### config.mk
export PLATFORM = sky130hd
export DESIGN_NAME = alu_exec_sequencer
export DESIGN_NICKNAME = d
export VERILOG_FILES = /design/src/rtl/alu_seq_pkg.sv /design/src/rtl/alu_op_decode.sv /design/src/rtl/alu_exec_sequencer.sv
export SDC_FILE = /design/constraint.sdc
export NUM_CORES = 1
export LEC_CHECK = 0
export CORE_MARGIN = 5
export CORE_UTILIZATION = 52
export DETAILED_ROUTE_END_ITERATION = 7
export PLACE_DENSITY = 0.84
export SYNTH_ARGS = -nofsm -noshare
export SYNTH_HDL_FRONTEND = slang
export SYNTH_SLANG_ARGS = --single-unit
### constraint.sdc
create_clock -name clk -period 4.4 [get_ports clk]
set_clock_uncertainty 0.15 [all_clocks]
set_input_delay 0.66 -clock clk [delete_from_list [all_inputs] [get_ports clk]]
set_output_delay 0.66 -clock clk [all_outputs]
set_load 0.01 [all_outputs]
### src/rtl/alu_seq_pkg.sv
// Shared definitions for the ALU execute sequencer.
// Holds the ALU control codes, the decoded opcode constants and the sequencer state encoding.
package alu_seq_pkg;

  // ALU control codes
  localparam logic [3:0] ALU_AND0  = 4'b0000;
  localparam logic [3:0] ALU_ADD   = 4'b0010;
  localparam logic [3:0] ALU_SUB   = 4'b0011;
  localparam logic [3:0] ALU_PASSB = 4'b0111;
  localparam logic [3:0] ALU_ALU3  = 4'b1000;
  localparam logic [3:0] ALU_LSL   = 4'b1001;
  localparam logic [3:0] ALU_LSR   = 4'b1010;
  localparam logic [3:0] ALU_PASSA = 4'b1111;

  // Instruction[31:21] values recognised when alu_op == 2'b10
  localparam logic [10:0] OP_ADDS  = 11'd1368;
  localparam logic [10:0] OP_SUBS  = 11'd1880;
  localparam logic [10:0] OP_LSL   = 11'd1691;
  localparam logic [10:0] OP_LSR   = 11'd1690;
  localparam logic [10:0] OP_ADDI0 = 11'd1160;
  localparam logic [10:0] OP_ADDI1 = 11'd1161;
  localparam logic [10:0] OP_STUR  = 11'd1984;
  localparam logic [10:0] OP_LDUR  = 11'd1986;

  typedef enum logic [1:0] {
    StIdle,
    StExec,
    StShift,
    StHold
  } seq_state_e;

endpackage

### src/rtl/alu_op_decode.sv
// Combinational decoder from {alu_op, opcode} to the ALU control code plus qualifiers.
// Ports:
//   alu_op    in   2   ALUOp from main control
//   opcode    in   11  instruction[31:21]
//   code      out  4   ALU control code
//   is_shift  out  1   LSL/LSR: run as iterated 1-bit shifter passes
//   set_flags out  1   ADDS/SUBS: write NZCV
//   illegal   out  1   alu_op == 10 with an unrecognised opcode
module alu_op_decode
  import alu_seq_pkg::*;
(
  input  logic [1:0]  alu_op,
  input  logic [10:0] opcode,
  output logic [3:0]  code,
  output logic        is_shift,
  output logic        set_flags,
  output logic        illegal
);

  always_comb begin
    code      = ALU_AND0;
    is_shift  = 1'b0;
    set_flags = 1'b0;
    illegal   = 1'b0;
    unique case (alu_op)
      2'b00: code = ALU_AND0;
      2'b01: code = ALU_PASSB;
      2'b11: code = ALU_ALU3;
      2'b10: begin
        case (opcode)
          OP_ADDS: begin
            code      = ALU_ADD;
            set_flags = 1'b1;
          end
          OP_SUBS: begin
            code      = ALU_SUB;
            set_flags = 1'b1;
          end
          OP_LSL: begin
            code     = ALU_LSL;
            is_shift = 1'b1;
          end
          OP_LSR: begin
            code     = ALU_LSR;
            is_shift = 1'b1;
          end
          OP_ADDI0, OP_ADDI1, OP_STUR, OP_LDUR: code = ALU_ADD;
          default: illegal = 1'b1;
        endcase
      end
      default: code = ALU_AND0;
    endcase
  end

endmodule

### src/rtl/alu_exec_sequencer.sv
// Execute-stage controller: sequences the shared ALU for one decoded instruction at a time.
// Single-pass ops take one EXEC cycle; LSL/LSR run as shamt 1-bit passes that feed the
// previous ALU result back into operand A. The result is then held for writeback.
// Ports:
//   clk, reset            clock, asynchronous active-low reset
//   in_valid/in_ready     handshake from decode
//   opcode, alu_op, shamt instruction fields, captured at acceptance
//   alu_ctrl, fb_sel      ALU control code and operand-A feedback select
//   res_we, flag_we       result / NZCV write enables
//   out_valid/out_ready   handshake to writeback; illegal qualifies out_valid
// All outputs are registered and computed alongside the next state.
module alu_exec_sequencer
  import alu_seq_pkg::*;
#(
  parameter int unsigned SHAMT_W = 6
) (
  input  logic               clk,
  input  logic               reset,
  input  logic               in_valid,
  output logic               in_ready,
  input  logic [10:0]        opcode,
  input  logic [1:0]         alu_op,
  input  logic [SHAMT_W-1:0] shamt,
  output logic [3:0]         alu_ctrl,
  output logic               fb_sel,
  output logic               res_we,
  output logic               flag_we,
  output logic               out_valid,
  input  logic               out_ready,
  output logic               illegal
);

  localparam logic [SHAMT_W-1:0] CountOne = SHAMT_W'(1);

  logic [3:0] dec_code;
  logic       dec_is_shift;
  logic       dec_set_flags;
  logic       dec_illegal;

  alu_op_decode u_decode (
    .alu_op    (alu_op),
    .opcode    (opcode),
    .code      (dec_code),
    .is_shift  (dec_is_shift),
    .set_flags (dec_set_flags),
    .illegal   (dec_illegal)
  );

  seq_state_e         state_q;
  logic [SHAMT_W-1:0] count_q;
  logic [3:0]         code_q;

  always_ff @(posedge clk or negedge reset) begin
    if (!reset) begin
      state_q   <= StIdle;
      count_q   <= '0;
      code_q    <= ALU_AND0;
      in_ready  <= 1'b0;
      alu_ctrl  <= ALU_AND0;
      fb_sel    <= 1'b0;
      res_we    <= 1'b0;
      flag_we   <= 1'b0;
      out_valid <= 1'b0;
      illegal   <= 1'b0;
    end else begin
      // ALU strobes are single-cycle unless re-asserted below
      alu_ctrl <= ALU_AND0;
      fb_sel   <= 1'b0;
      res_we   <= 1'b0;
      flag_we  <= 1'b0;
      unique case (state_q)
        StIdle: begin
          in_ready <= 1'b1;
          if (in_valid && in_ready) begin
            in_ready <= 1'b0;
            code_q   <= dec_code;
            if (dec_illegal) begin
              state_q   <= StHold;
              out_valid <= 1'b1;
              illegal   <= 1'b1;
            end else if (dec_is_shift) begin
              state_q  <= StShift;
              count_q  <= shamt;
              res_we   <= 1'b1;
              // A zero shift still needs one pass to move A into the result register
              alu_ctrl <= (shamt == '0) ? ALU_PASSA : dec_code;
            end else begin
              state_q  <= StExec;
              res_we   <= 1'b1;
              alu_ctrl <= dec_code;
              flag_we  <= dec_set_flags;
            end
          end
        end
        StExec: begin
          state_q   <= StHold;
          out_valid <= 1'b1;
        end
        StShift: begin
          // count_q is the number of passes still including the current one
          if (count_q > CountOne) begin
            count_q  <= count_q - CountOne;
            res_we   <= 1'b1;
            fb_sel   <= 1'b1;
            alu_ctrl <= code_q;
          end else begin
            state_q   <= StHold;
            count_q   <= '0;
            out_valid <= 1'b1;
          end
        end
        StHold: begin
          if (out_ready) begin
            state_q   <= StIdle;
            out_valid <= 1'b0;
            illegal   <= 1'b0;
            in_ready  <= 1'b1;
          end
        end
        default: state_q <= StIdle;
      endcase
    end
  end

endmodule

==> flow_summary_export.csv, run 1 <==
group,metric,value,unit
timing,maxSlewHeadroom,33.5,%
finish,area_delta_synth_final,29.7,%
placed_design,port_buffers,32,
logic_synthesis,synth_seq_cells,22,
global_routing,grt_pass1_wl,5.38,mm
route,drcViolationCount,0,
timing,fmax,384,MHz
logic_synthesis,synth-edff-count,0,
cts,cts.sinks,22,
global_routing,antenna_found_initial,0,
flow_run,max-cap-violations,0,
global_routing,grt_max_degree,23,
setup_path,crit_arrival,2.68,ns
floorplan,start_util,53.5,%
logic_synthesis,seq_area_frac_synth,41.9,%
power,peakVddDrop,0.347,mV
logic_synthesis,syn_area_per_cell,9.00,um2
timing,hold_violations,0,
logic_synthesis,syn-num-nets,174,
route,vias_per_cell,5.75,
timing,worstMarginPinSlew,0.994,ns
route,ant_nets,0,
cts,cts-resized-gates,0,
route,wl_per_cell,15.2,um
cts,htree_levels,1,
placed_design,dp_hpwl,2.43,mm
global_routing,gr-usage-all-layers,19.6,%
timing,finalMaxSlewViolations,0,
timing,layout_min_cycle_time,2.61,ns
route,wirelength,3.17,mm
cts,cts_setup_buffers,0,
power,leakage,0.757,nW
setup_path,crit_type,"in2reg",
route,vias,1195,
floorplan,num_rows,18,
timing,fin_crit_sh,59.3,%
power,total_power,984,uW
logic_synthesis,async_flop_share,100,%
timing,finalSetupViolCount,0,
route,drt_pass1_iterations,4,
floorplan,fp.dieW,60.3,um
hold_path,hold_class,"reg2reg",
cts,clockBufferDepth,2,
cts,cts_tree,"built",
setup_path,r2r_cells,6,
logic_synthesis,synthCells,146,
setup_path,path_max_fanout,12,
logic_synthesis,synth_flop_cell,"dfrtp_1",
timing,setup_tns,0,ns
finish,diodes,0,
hold_path,min_path_cells,2,
floorplan,core_area,2450,um2
floorplan,ios,33,
global_routing,gr-total-overflow,0,
setup_path,crit_path_start_kind,"input port",
power,p_per_area,578,nW/um2
finish,fill_cells,195,
route,drt_iter0_drc,76,
cts,cts_hold_buf,0,
logic_synthesis,yosys_warnings,0,
cts,clkTransAtPathRegs,0.13,ns
finish,fin_nets,207,
floorplan,die_h,60.3,um
logic_synthesis,ys_types,38,
logic_synthesis,syn_area,1310,um2
setup_path,end_kind,"register",
timing,rsz0062_at_grt,"no",
outcome,status,"finished, final reports clean",
floorplan,dieArea,3630,um2
cts,clk-insertion-delay-late,0.32,ns
cts,clockRootBuffer,"clkbuf_4",
cts,cts_buffers,3,
global_routing,grt_pass1_vias,1226,
setup_path,cp.required,4.47,ns
placed_design,place.gp.congestion,0.870,
finish,drive_gt1_share,7.30,%
==> registers in the layout (all words and copies together), names as in the netlist <==
name       count
count_q        6
alu_ctrl       4
code_q         4
state_q        2
fb_sel         1
flag_we        1
illegal        1
in_ready       1
out_valid      1
res_we         1
==> logic make-up after synthesis <==
logic type	synth area share (%)
buffers and inverters	4.10
and+or+nand+nor	26.8
AOI/OAI and AO/OA	21.7
muxes	0.762
DFF	41.9
adders and majority gates	4.76
==> worst max-delay path, stage by stage <==
cell	delay, ns
clkdlybuf4s50_1	0.52
nand2_1	0.10
nor4_4	0.41
nand3_1	0.21
o22ai_2	0.40
o21ai_0	0.17
a22o_1	0.21
==> area by class of cell <==
type	count	area (um2)	share of cell area, %
clock buffers	3	22.5	1.32
clock inverters	1	30.0	1.76
inverters	9	33.8	1.98
multi-input cells	111	709	41.6
flip-flops and latches	22	551	32.3
well taps	30	37.5	2.20
repair buffers	32	320	18.8
==> per-layer routing <==
| layer | vias to the layer above | GRT usage, % | part of all wire [%] |
|---|---|---|---|
| met3 | 5 | 1.73 | 3.8 |
| met4 | 0 | 8.54 | 2.0 |
| li1 | 587 | - | - |
| met1 | 567 | 23.9 | 42 |
| met5 | - | 0 | 0 |
| met2 | 36 | 34.9 | 52 |
==> metrics by stage <==
stage / util, % / hold slack (ns) / setup slack, ns / cells / area, um2
2_1_floorplan: - / 0.214 / 2.34 / 146 / 1310
3_3_place_gp: 67.3 / 0.304 / 1.55 / 204 / 1650
4_1_cts: 69.4 / 0.354 / 1.83 / 208 / 1700
5_1_grt: 69.4 / 0.371 / 1.58 / 208 / 1700
6_report: 69.4 / 0.353 / 1.79 / 208 / 1700
3_5_place_dp: 67.3 / 0.320 / 1.46 / 204 / 1650
==> where the power goes <==
| part | switching [mW] | internal, mW | leakage [nW] |
|---|---|---|---|
| Clock | 0.0677 | 0.0922 | 0.0279 |
| Combinational | 0.244 | 0.218 | 0.456 |
| Sequential | 0.0749 | 0.288 | 0.273 |
==> synthesized netlist by cell type, types with 5 or more instances <==
library cell	number	share of area, %
dfrtp_1	22	42
a21oi_1	6	2.3
o21ai_0	9	3.4
a22o_1	5	3.3
nor2_1	12	3.4
inv_1	8	2.3
nand3_1	5	1.9
nand2_1	28	8.0
ha_1	5	4.8
==> layout by cell type, fill, tap and decap left out, types with 2 or more instances in the layout <==
| master | netlist | layout |
|---|---|---|
| a41o_1 | 2 | 2 |
| nor4_4 | 2 | 2 |
| nor2_1 | 12 | 12 |
| o21ai_0 | 9 | 9 |
| o21ai_2 | 2 | 2 |
| nand3_1 | 5 | 5 |
| nand3b_1 | 2 | 2 |
| nor2b_1 | 3 | 3 |
| clkbuf_4 | 0 | 3 |
| nor3_1 | 3 | 3 |
| a22o_1 | 5 | 5 |
| a22oi_1 | 3 | 3 |
| a21oi_1 | 6 | 6 |
| nand2_1 | 28 | 28 |
| dfrtp_1 | 22 | 22 |
| ha_1 | 5 | 5 |
| nor4_1 | 3 | 3 |
| a21o_1 | 3 | 3 |
| a32o_1 | 3 | 3 |
| clkdlybuf4s50_1 | 0 | 32 |
| inv_1 | 8 | 8 |
==> path summary, 6_finish.rpt <==
kind                              end        from  slack (ns)
max                        count_q[3]   opcode[9]        1.79
min                         code_q[0]   code_q[0]        0.35
max reg2reg                count_q[3]  state_q[1]        2.11
min reg2reg                 code_q[0]   code_q[0]        0.35
max in group asynchronous  state_q[1]       reset        2.78
min in group asynchronous  count_q[2]       reset        0.72
No activity file was read; power rests on OpenSTA's default activity.
==> run 2: changes to the inputs <==
--- a/config.mk
+++ b/config.mk
@@ -6,9 +6,9 @@
 export NUM_CORES = 1
 export LEC_CHECK = 0
 export CORE_MARGIN = 5
-export CORE_UTILIZATION = 52
+export CORE_UTILIZATION = 48
 export DETAILED_ROUTE_END_ITERATION = 7
-export PLACE_DENSITY = 0.84
+export PLACE_DENSITY = 0.78
 export SYNTH_ARGS = -nofsm -noshare
 export SYNTH_HDL_FRONTEND = slang
 export SYNTH_SLANG_ARGS = --single-unit
==> constraint.sdc (replaced) <==
create_clock -name clk -period 2.4 [get_ports clk]
set_clock_uncertainty 0.15 [all_clocks]
set_input_delay 0.36 -clock clk [delete_from_list [all_inputs] [get_ports clk]]
set_output_delay 0.36 -clock clk [all_outputs]
set_load 0.01 [all_outputs]
==> run 2 against run 1 <==
- clock-buffer cell count stayed put
- setup slack worse by 1.5 ns
- power is 88% higher
- combinational power is 92% higher
- global-route usage is 0.39 points lower
- cell count is 5.3% higher
- first-iteration DRC count is 46% higher
- clock power is 84% higher
- design area is 4.5% higher
- utilization is 3.1 points lower
- sequential share of layout area is 1.4 points lower
- sequential power is 84% higher
- critical path type is now reg2reg
==> flow_summary_export.csv, run 2 (synthesis gave the netlist of run 1 again) <==
group,metric,value,unit
setup_path,path_max_fanout,11,
global_routing,grt_pass1_wl,6.24,mm
global_routing,grt_pass1_vias,1391,
global_routing,busiest_layer,"met2",
setup_path,end_kind,"register",
floorplan,fp.dieW,62.3,um
timing,layout_min_cycle_time,2.14,ns
finish,multiInputGateArea,709,um2
cts,htree_levels,1,
timing,setup_tns,0,ns
cts,cts_hold_buf,0,
global_routing,gr-usage-all-layers,19.3,%
finish,drive_gt1_share,12.2,%
global_routing,antenna_found_initial,0,
finish,final_common_cell,"clkdlybuf4s50_1",
floorplan,start_util,48.9,%
global_routing,gr-total-overflow,0,
finish,layout_common_cells,"clkdlybuf4s50_1, nand2_1, dfrtp_1",
route,drt_pass1_iterations,4,
timing,finalSetupViolCount,0,
route,drcViolationCount,0,
finish,fin_util,66.3,%
placed_design,port_buffers,32,
finish,area_delta_synth_final,35.5,%
floorplan,ios,33,
outcome,status,"finished, final reports clean",
timing,finalMaxSlewViolations,0,
cts,clockRootBuffer,"clkbuf_4",
cts,cts_tree,"built",
setup_path,cp-startpoint,"count_q[0]",
cts,clk-insertion-delay-late,0.32,ns
finish,reg_top3,"count_q: 6 flops, alu_ctrl: 4 flops, code_q: 4 flops",
finish,fin_nets,217,
flow_run,max-cap-violations,0,
floorplan,dieArea,3880,um2
finish,seq_area,551,um2
power,p_per_area,1040,nW/um2
timing,hold_violations,0,
finish,regMostFlops,"count_q",
global_routing,use_met3,4.14,%
route,wirelength,3.47,mm
route,ant_nets,0,
timing,rsz0062_at_grt,"no",
finish,fill_cells,229,
cts,cts-resized-gates,0,
route,vias,1292,
timing,maxSlewHeadroom,74.3,%
setup_path,cp-endpoint,"out_valid",
power,leakage,0.806,nW
hold_path,hold_class,"in2async",
power,peakVddDrop,0.756,mV
setup_path,r2r-start,"count_q[0]",
setup_path,r2r_cells,8,
floorplan,core_area,2690,um2
setup_path,reg2reg_slack,0.26,ns
timing,worstMarginPinSlew,0.386,ns
finish,largest_register_ffs,6,
floorplan,die_h,62.3,um
placed_design,dp_hpwl,2.68,mm
route,wl_per_cell,15.8,um
cts,clkTransAtPathRegs,0.13,ns
timing,fmax,467,MHz
cts,cts_setup_buffers,0,
setup_path,crit_path_start_kind,"register",
cts,cts_buffers,3,
setup_path,crit_type,"reg2reg",
setup_path,reg2reg_to,"out_valid",
global_routing,met2_usage,34.3,%
global_routing,grt_util_met1,22.7,%
cts,clockBufferDepth,2,
setup_path,crit_arrival,2.25,ns
timing,fin_crit_sh,89.2,%
placed_design,place.gp.congestion,0.907,
floorplan,num_rows,19,
route,drt_iter0_drc,111,
route,vias_per_cell,5.90,
finish,diodes,0,
cts,cts.sinks,22,
global_routing,grt_max_degree,23,
setup_path,cp.required,2.51,ns
run 2: layer usage:
| metal | wire length [um] | part of all wire, % |
|---|---|---|
| met1 | 1400 | 40 |
| met2 | 1790 | 51 |
| met3 | 231 | 6.7 |
| met4 | 46 | 1.3 |
| met5 | 0 | 0 |
run 2: area by class of cell:
type | instances | share of cell area [%]
multi-input combinational | 111 | 39.8
sequential | 22 | 30.9
timing repair buffer | 42 | 22.2
tap | 31 | 2.18
inverter | 9 | 1.90
clock inverter | 1 | 1.69
clock buffer | 3 | 1.26
run 2: where the power goes:
part | leakage [nW] | total (mW) | switching [mW] | internal (mW)
Clock | 0.0279 | 0.295 | 0.126 | 0.169
Combinational | 0.505 | 0.889 | 0.465 | 0.424
Sequential | 0.273 | 0.666 | 0.139 | 0.527
Total | 0.806 | 1.85 | 0.730 | 1.12
run 2: how the worst min path moves through the flow:
stage          cells past startpoint      start          end  slack (ns)
6_report                           2      reset   count_q[0]        0.22
5_1_grt                            2      reset  alu_ctrl[0]        0.23
4_1_cts                            2      reset   count_q[0]        0.23
3_5_place_dp                       1  code_q[3]    code_q[3]        0.32
3_3_place_gp                       2  code_q[0]    code_q[0]        0.31
2_1_floorplan                      0      reset  alu_ctrl[0]       -0.09
run 2: metrics by stage:
stage / hold slack (ns) / instances / setup WS [ns] / power, mW / instance area [um2]
2_1_floorplan: -0.0856 / 146 / 0.479 / 1.23 / 1310
3_3_place_gp: 0.306 / 215 / 0.106 / 1.51 / 1730
3_5_place_dp: 0.318 / 215 / 0.0643 / 1.56 / 1730
4_1_cts: 0.231 / 219 / 0.258 / 1.85 / 1780
5_1_grt: 0.226 / 219 / 0.0558 / 2.02 / 1780
6_report: 0.217 / 219 / 0.258 / 1.85 / 1780
run 2: critical path, stage by stage, from the launching register on:
cell	delay, ns
dfrtp_1	0.46
inv_1	0.10
ha_1	0.27
o21ai_2	0.12
nand2_2	0.12
inv_2	0.11
a221o_1	0.35
a21oi_1	0.19
mux2i_1	0.20
==> run 3: changes to the inputs <==
--- a/config.mk
+++ b/config.mk
@@ -6,9 +6,10 @@
 export NUM_CORES = 1
 export LEC_CHECK = 0
 export CORE_MARGIN = 5
-export CORE_UTILIZATION = 48
+export CORE_UTILIZATION = 55
 export DETAILED_ROUTE_END_ITERATION = 7
-export PLACE_DENSITY = 0.78
+export DONT_BUFFER_PORTS = 1
+export PLACE_DENSITY = 0.7
 export SYNTH_ARGS = -nofsm -noshare
 export SYNTH_HDL_FRONTEND = slang
 export SYNTH_SLANG_ARGS = --single-unit
==> run 3 against run 2 <==
- sequential share of layout area increased by 8.2 points
- critical path depth fell by 1
- power decreased by 10%
- routed wire length is 19% lower
==> flow_summary_export.csv, run 3 (synthesis gave the netlist of run 1 again) <==
group,metric,value,unit
setup_path,cp.required,2.51,ns
power,total_power,1.66,mW
finish,stdcell_area,1410,um2
global_routing,gr-total-overflow,0,
floorplan,die_h,58.9,um
placed_design,dp_hpwl,2.21,mm
placed_design,dp_cells,172,
setup_path,slowest_stage,"dfrtp_1",
finish,fill_cells,216,
global_routing,antenna_found_initial,0,
placed_design,port_buffers,0,
finish,fin_util,62.4,%
timing,worstMarginPinSlew,0.987,ns
timing,fmax,484,MHz
power,leakage,0.647,nW
route,ant_nets,0,
finish,largest_register_ffs,6,
global_routing,grt_max_degree,23,
global_routing,grt_pass1_wl,4.85,mm
setup_path,path_max_fanout,11,
cts,cts_buffers,3,
timing,rsz0062_at_grt,"no",
timing,fin_crit_sh,86.1,%
finish,drive_gt1_share,10.1,%
timing,layout_min_cycle_time,2.07,ns
cts,cts_tree,"built",
route,wirelength,2.81,mm
power,p_per_area,1180,nW/um2
global_routing,use_met3,3.29,%
timing,finalMaxSlewViolations,0,
setup_path,crit_family,"compound AO/OA/AOI/OAI gates",
cts,htree_levels,1,
cts,clockRootBuffer,"clkbuf_4",
setup_path,cpPeakStageDelay,0.44,ns
finish,final_common_cell,"nand2_1",
route,vias,1107,
route,vias_per_cell,6.25,
setup_path,path_buf_inv,1,
route,wl_per_cell,15.9,um
flow_run,max-cap-violations,0,
cts,cts.sinks,22,
floorplan,core_area,2250,um2
floorplan,fp.dieW,58.9,um
placed_design,place.gp.congestion,0.863,
cts,clkTransAtPathRegs,0.12,ns
global_routing,grt_util_met1,24.3,%
global_routing,grt_pass1_vias,1090,
finish,seq_area,551,um2
finish,area_delta_synth_final,7.05,%
setup_path,crit_path_start_kind,"register",
finish,regMostFlops,"count_q",
finish,multiInputGateArea,709,um2
cts,clockBufferDepth,2,
timing,hold_violations,0,
hold_path,hold_class,"in2reg",
power,peakVddDrop,0.601,mV
timing,finalSetupViolCount,0,
finish,layout_common_cells,"nand2_1, dfrtp_1, nor2_1",
setup_path,path_cells,"nor4_4, o21ai_2, nand2_2, inv_2, a221o_1, a311oi_1, a21o_1",
route,drt_pass1_iterations,4,
global_routing,busiest_layer,"met2",
floorplan,num_rows,17,
finish,diodes,0,
route,drt_iter0_drc,47,
floorplan,start_util,58.3,%
setup_path,end_kind,"register",
setup_path,crit_type,"reg2reg",
finish,fin_nets,178,
timing,setup_tns,0,ns
global_routing,gr-usage-all-layers,18.2,%
placed_design,placed_area,1340,um2
floorplan,dieArea,3470,um2
floorplan,ios,33,
timing,maxSlewHeadroom,34.0,%
finish,fin_cells,177,
finish,reg_top3,"count_q: 6 flops, alu_ctrl: 4 flops, code_q: 4 flops",
global_routing,met2_usage,29.7,%
setup_path,crit_arrival,2.17,ns
outcome,status,"finished, final reports clean",
cts,clk-insertion-delay-late,0.31,ns
route,drcViolationCount,0,
==> run 3: worst paths after layout <==
| path | start | end | slack, ns | cells past startpoint |
|---|---|---|---|---|
| worst max register to register | count_q[5] | state_q[1] | 0.33 | 7 |
| worst max-delay path | count_q[5] | state_q[1] | 0.33 | 7 |
| worst min register to register | code_q[3] | code_q[3] | 0.35 | 1 |
| max in group asynchronous | reset | state_q[0] | 1.01 | 1 |
| worst min-delay path | out_ready | in_ready | 0.04 | 2 |
| min in group asynchronous | reset | count_q[3] | 0.50 | 1 |
==> run 3: metal layers <==
| metal | share of wire [%] | wire length, um |
|---|---|---|
| met2 | 49 | 1380 |
| met4 | 1.0 | 28 |
| met3 | 7.5 | 211 |
| met5 | 0 | 0 |
| met1 | 42 | 1190 |
==> run 3: cell type report <==
class | instances | share of cell area (%)
tap | 28 | 2.49
multi-input combinational | 111 | 50.4
clock buffer | 3 | 1.60
sequential | 22 | 39.1
timing repair buffer | 3 | 1.78
inverter | 9 | 2.40
clock inverter | 1 | 2.14
==> run 3: power by group <==
part | internal [mW] | switching, mW | leakage [nW]
registers | 0.528 | 0.166 | 0.273
logic | 0.296 | 0.385 | 0.346
clock network | 0.169 | 0.114 | 0.0279
==> run 3: repair_timing <==
action | 4_1_cts | 5_1_grt
resized for setup | 0 | 0
endpoints found under the hold margin | 22 | 0
setup buffers | 0 | 0
hold buffers | 1 | 0
setup endpoints to repair | 0 | 0
==> run 3: per-stage QoR <==
| stage | setup slack, ns | hold WS, ns |
|---|---|---|
| after detailed placement | 0.281 | -0.0850 |
| after CTS | 0.335 | 0.0303 |
| after global placement | 0.276 | -0.0851 |
| final | 0.335 | 0.0382 |
| after floorplan | 0.479 | -0.0856 |
| after global routing | 0.173 | 0.0344 |
